**src/rtl/mem_port_arbiter.sv**
```systemverilog
// Arbiter sharing one single-port memory between instruction fetch and data load/store.
// Optional request watchdog enabled by defining MEM_ARB_TIMEOUT_EN.
module mem_port_arbiter #(
   parameter int STARVE_MAX     = 4,
   parameter int TIMEOUT_CYCLES = 64
) (
   input  logic        CLK,
   input  logic        rst,
   input  logic        if_req,
   input  logic [31:0] if_addr,
   output logic [31:0] if_rdata,
   output logic        if_valid,
   input  logic        d_rd_en,
   input  logic        d_wr_en,
   input  logic [31:0] d_addr,
   input  logic [31:0] d_wdata,
   input  logic [2:0]  d_type,
   output logic [31:0] d_rdata,
   output logic        d_valid,
`ifdef MEM_ARB_TIMEOUT_EN
   output logic        timeout_err,
`endif
   output logic        stall,
   output logic        mem_req,
   output logic        mem_we,
   output logic [31:0] mem_addr,
   output logic [31:0] mem_wdata,
   output logic [2:0]  mem_type,
   input  logic [31:0] mem_rdata,
   input  logic        mem_ack
);

   localparam logic [1:0] IDLE  = 2'd0;
   localparam logic [1:0] FETCH = 2'd1;
   localparam logic [1:0] DATA  = 2'd2;
   localparam logic [1:0] DONE  = 2'd3;

   localparam logic [3:0]  STARVE_LIM = 4'(STARVE_MAX);
   localparam logic [31:0] TIMEOUT_DATA = 32'hDEAD_BEEF;

   if (STARVE_MAX < 1 || STARVE_MAX > 15 || TIMEOUT_CYCLES < 1 || TIMEOUT_CYCLES > 127) begin : g_param_check
      $error("mem_port_arbiter: parameter out of range");
   end

   logic [1:0]  state;
   logic [3:0]  starve_cnt;
   logic        d_req;
   logic        grant_d;
   logic        grant_f;
   logic        busy;
   logic        complete;
   logic        to_hit;
   logic [31:0] rdata_in;

   assign d_req    = d_rd_en | d_wr_en;
   assign grant_d  = (state == IDLE) && d_req && (!if_req || (starve_cnt < STARVE_LIM));
   assign grant_f  = (state == IDLE) && !grant_d && if_req;
   assign busy     = (state == FETCH) || (state == DATA);
   assign complete = busy && (mem_ack || to_hit);
   assign rdata_in = to_hit ? TIMEOUT_DATA : mem_rdata;

   // Forced to zero during reset so every output reads 0 while rst is low.
   assign stall = rst & ((d_req & ~d_valid) | (if_req & ~if_valid));

`ifdef MEM_ARB_TIMEOUT_EN
   localparam logic [6:0] TO_LAST = 7'(TIMEOUT_CYCLES - 1);
   logic [6:0] to_cnt;

   assign to_hit = busy && !mem_ack && (to_cnt == TO_LAST);

   always_ff @(posedge CLK or negedge rst) begin
      if (!rst) begin
         to_cnt      <= '0;
         timeout_err <= 1'b0;
      end else begin
         to_cnt <= (busy && !complete) ? to_cnt + 7'd1 : 7'd0;
         if (to_hit) timeout_err <= 1'b1;
      end
   end
`else
   assign to_hit = 1'b0;
`endif

   always_ff @(posedge CLK or negedge rst) begin
      if (!rst) begin
         state      <= IDLE;
         starve_cnt <= '0;
         if_rdata   <= '0;
         if_valid   <= 1'b0;
         d_rdata    <= '0;
         d_valid    <= 1'b0;
         mem_req    <= 1'b0;
         mem_we     <= 1'b0;
         mem_addr   <= '0;
         mem_wdata  <= '0;
         mem_type   <= '0;
      end else begin
         if_valid <= 1'b0;
         d_valid  <= 1'b0;
         case (state)
            IDLE: begin
               if (grant_d) begin
                  state     <= DATA;
                  mem_req   <= 1'b1;
                  mem_we    <= d_wr_en;
                  mem_addr  <= d_addr;
                  mem_wdata <= d_wdata;
                  mem_type  <= d_type;
                  if (!if_req)
                     starve_cnt <= '0;
                  else if (starve_cnt != STARVE_LIM)
                     starve_cnt <= starve_cnt + 4'd1;
               end else if (grant_f) begin
                  state      <= FETCH;
                  mem_req    <= 1'b1;
                  mem_we     <= 1'b0;
                  mem_addr   <= if_addr;
                  mem_wdata  <= '0;
                  mem_type   <= 3'b010;
                  starve_cnt <= '0;
               end
            end
            FETCH, DATA: begin
               if (complete) begin
                  state   <= DONE;
                  mem_req <= 1'b0;
                  if (state == FETCH) begin
                     if_rdata <= rdata_in;
                     if_valid <= 1'b1;
                  end else begin
                     d_valid <= 1'b1;
                     // Stores keep the last load value unless the watchdog fired.
                     if (!mem_we || to_hit) d_rdata <= rdata_in;
                  end
               end
            end
            default: state <= IDLE;
         endcase
      end
   end

endmodule

```
**config.mk**
```make
export PLATFORM = sky130hd
export DESIGN_NAME = mem_port_arbiter
export DESIGN_NICKNAME = d
export VERILOG_FILES = /design/src/rtl/mem_port_arbiter.sv
export SDC_FILE = /design/constraint.sdc
export NUM_CORES = 1
export LEC_CHECK = 0
export ABC_AREA = 1
export BUFFER_PORTS_ARGS = -buffer_cell sky130_fd_sc_hd__buf_2
export CORE_MARGIN = 3
export CORE_UTILIZATION = 47
export DETAILED_ROUTE_END_ITERATION = 6
export PLACE_DENSITY = 0.91
export SETUP_SLACK_MARGIN = 0.15
export SLEW_MARGIN = 20
export SYNTH_ARGS = -nofsm -noshare
export SYNTH_HDL_FRONTEND = slang
export SYNTH_SLANG_ARGS = --single-unit
```
**constraint.sdc**
```tcl
create_clock -name CLK -period 1.7 [get_ports CLK]
set_input_delay 0.085 -clock CLK [delete_from_list [all_inputs] [get_ports CLK]]
set_output_delay 0.085 -clock CLK [all_outputs]
set_load 0.03 [all_outputs]
```
==> summary.md <==
| Metric | Value |
|---|---|
| Status | finished clean |
| Setup crit end kind | flip-flop |
| Worst Path Required | 1.99 ns |
| Sequential fraction of the synthesis area | 59.2% |
| Dpl cells | 1108 |
| Via density per instance | 5.46 |
| FP Rows | 40 |
| Slew HR | 62.6% |
| Max cap viols | 0 |
| Final hold violation count | 0 |
| Leak | 5.54 nW |
| Final Worst Setup Slack | 0.106 ns |
| Cell Area, Synth | 5960 um2 |
| Place WS | 0.0961 ns |
| Initial DRC Count | 863 |
| Die footprint | 14100 um2 |
| Yosys warnings | 0 |
| Die Span X | 119 um |
| Detailed placement HPWL | 12000 um |
| CTS tree | yes |
| Synthesized area per cell | 8.62 um2 |
| Starting Density | 48.8% |
| Startpoint Class | flip-flop |
| Post-route DRC | 0 |
| Min cycle time layout | 1.59 ns |
| Synthesized instance count | 692 |
| Worst-skew pair later-pin latency | 0.42 ns |
| Clock buffer count from CTS | 17 |
| Synth-to-layout area growth | 66.4% |
| Grt total ovfl | 0 |
| Unrepaired setup endpoints after global routing | yes |
| Crit Path Class | flip-flop to flip-flop |
| Synthesized flop and latch total | 141 |
| Worst slew pin tran | 0.561 ns |
| Fmax | 627 MHz |
| H-tree depth | 4 |
| Routed Antenna Nets | 0 |
| Routability cong. | 0.821 |
| Longest Clk Path Bufs | 2 |
| Port buffer count | 272 |
| Slew Viols, Final | 0 |
| Total GRT Usage | 33.1% |
| Final WL | 25900 um |
| Sum Neg Setup Slack | 0 ns |
| Largest net degree at the start of global routing | 95 |
| Period utilization | 93.8% |
| HP Class | primary input to flip-flop |
| Initial antenna violation count | 1 |
| Core area | 12200 um2 |
| Die height | 119 um |
| Pwr Density | 2120 nW/um2 |
| First-pass DRT Iterations | 5 |
| Number of fill cells | 622 |
| First-pass GRT wire length | 36800 um |
| Setup Skew | 0.00891 ns |
| Routed length per instance | 20.1 um |
| Non-filler instance count after layout | 1287 |
| Peak supply drop | 1.44 mV |
| Nets | 1247 |
| CP max FO | 8 |
| # clock sinks | 141 |
| Number of global-route vias before repair | 7040 |
| Syn_nets | 834 |
| Final setup vio count | 0 |
| Vias | 7032 |
| Clock root buffer | clkbuf_16 |
| Clk pin slew, worst setup/hold paths | 0.06 ns |
| WP data arrival | 1.88 ns |
| Share of cells above drive strength 1 | 32.2% |
| Post-synth cell types | 22 |
| I/O Pins | 273 |
## flip-flops by register name (all words and copies together) (netlist names)
register,cells
d_rdata,32
d_valid,1
if_rdata,32
if_valid,1
mem_addr,32
mem_req,1
mem_type,3
mem_wdata,32
mem_we,1
starve_cnt,4
state,2
## cells by family after synthesis
logic type	share of synthesized area (%)
DFF	59.2
AOI/OAI and AO/OA	6.23
xor gates and xnor gates	0.147
adders and majority gates	1.05
and+or+nand+nor	25.8
buffers and inverters	7.61
## cell type report
type | count | area (um2) | share of cell area, %
diodes | 1 | 2.50 | 0.0252
clock buffers | 24 | 512 | 5.16
clock inverters | 8 | 175 | 1.77
inverters | 78 | 298 | 3.00
multi-input cells | 437 | 2060 | 20.8
flip-flops and latches | 141 | 3530 | 35.6
well taps | 168 | 210 | 2.12
repair buffers | 430 | 3140 | 31.6
## power breakdown
part / switching (mW) / internal, mW
Clock: 1.42 / 2.85
Combinational: 7.36 / 3.38
Sequential: 1.04 / 4.95
Total: 9.82 / 11.2
## stage by stage
step	power [mW]	utilization (%)	hold WS (ns)	cell area, um2
2_1_floorplan	11.7	-	-0.211	5960
3_3_place_gp	14.3	61.9	-0.116	7560
3_5_place_dp	14.6	61.9	-0.115	7560
4_1_cts	19.2	78.1	0.000799	9540
5_1_grt	21.9	81.3	0.0346	9920
6_report	21.0	81.3	0.0370	9920
## layout by cell type (no fill, tap or decap), types with 2 or more instances in the layout
cell type / instances
buf_2: 271
buf_4: 11
nand3_1: 34
o21ai_0: 47
ha_1: 3
nor2_4: 3
dlygate4sd3_1: 127
clkbuf_8: 6
nand3b_1: 32
inv_1: 72
nor2_1: 3
dfrtp_1: 141
clkbuf_16: 26
inv_2: 5
o21ai_1: 19
bufinv_16: 5
buf_6: 4
nand2_1: 276
clkinv_4: 2
o21ai_2: 3
nand2_4: 2
nand2_2: 5
buf_12: 7
nand3_2: 2
## worst max-delay path: stages, from the launching register on
cell,delay [ns]
dfrtp_1,0.38
inv_2,0.07
ha_4,0.28
nand2_2,0.06
nor2_4,0.17
nand2_8,0.12
clkbuf_16,0.20
nand2_1,0.09
o21ai_1,0.11
## path summary, 6_finish.rpt
path	slack [ns]	depth (start not counted)	from	to
worst max-delay path	0.11	8	state[1]	d_rdata[3]
worst min-delay path	0.04	4	d_addr[7]	mem_addr[7]
worst max register to register	0.11	8	state[1]	d_rdata[3]
worst min register to register	0.47	2	mem_type[2]	mem_type[2]
max in group asynchronous	0.90	3	rst	mem_wdata[16]
min in group asynchronous	0.05	2	rst	mem_addr[18]
## synth_stat cells
master    instances  area (um2)
and2_1            1        6.26
or2_2             1        6.26
ha_1              5        62.6
nand3b_1         32         240
nand3_1          36         180
a21oi_4           1        16.3
clkbuf_1         23        86.3
nand2_1         283        1060
o22ai_1           1        6.26
dfrtp_1         141        3530
nor2_4            2        22.5
o21ai_0          68         340
buf_2             6        30.0
inv_1            74         278
buf_6             1        11.3
buf_4             3        22.5
xor2_1            1        8.76
inv_2             4        15.0
nand2_2           1        6.26
buf_1             3        11.3
nor2_1            4        15.0
o21ai_2           1        8.76
## layer usage
layer	GRT usage (%)	vias up	share of wire, %
met2	54.9	637	48
met1	37.2	3280	34
li1	-	2971	-
met5	0	-	0
met3	11.7	144	12
met4	17.9	0	5.6
## timing repair
action	in CTS	in global routing
hold endpoints to repair	275	0
endpoints found under the setup margin	65	128
buffers inserted	1	6
cloned	0	12
pin swaps	0	6
resized for setup	3	42
hold buffers	127	0
No activity file was read; power rests on OpenSTA's default activity.
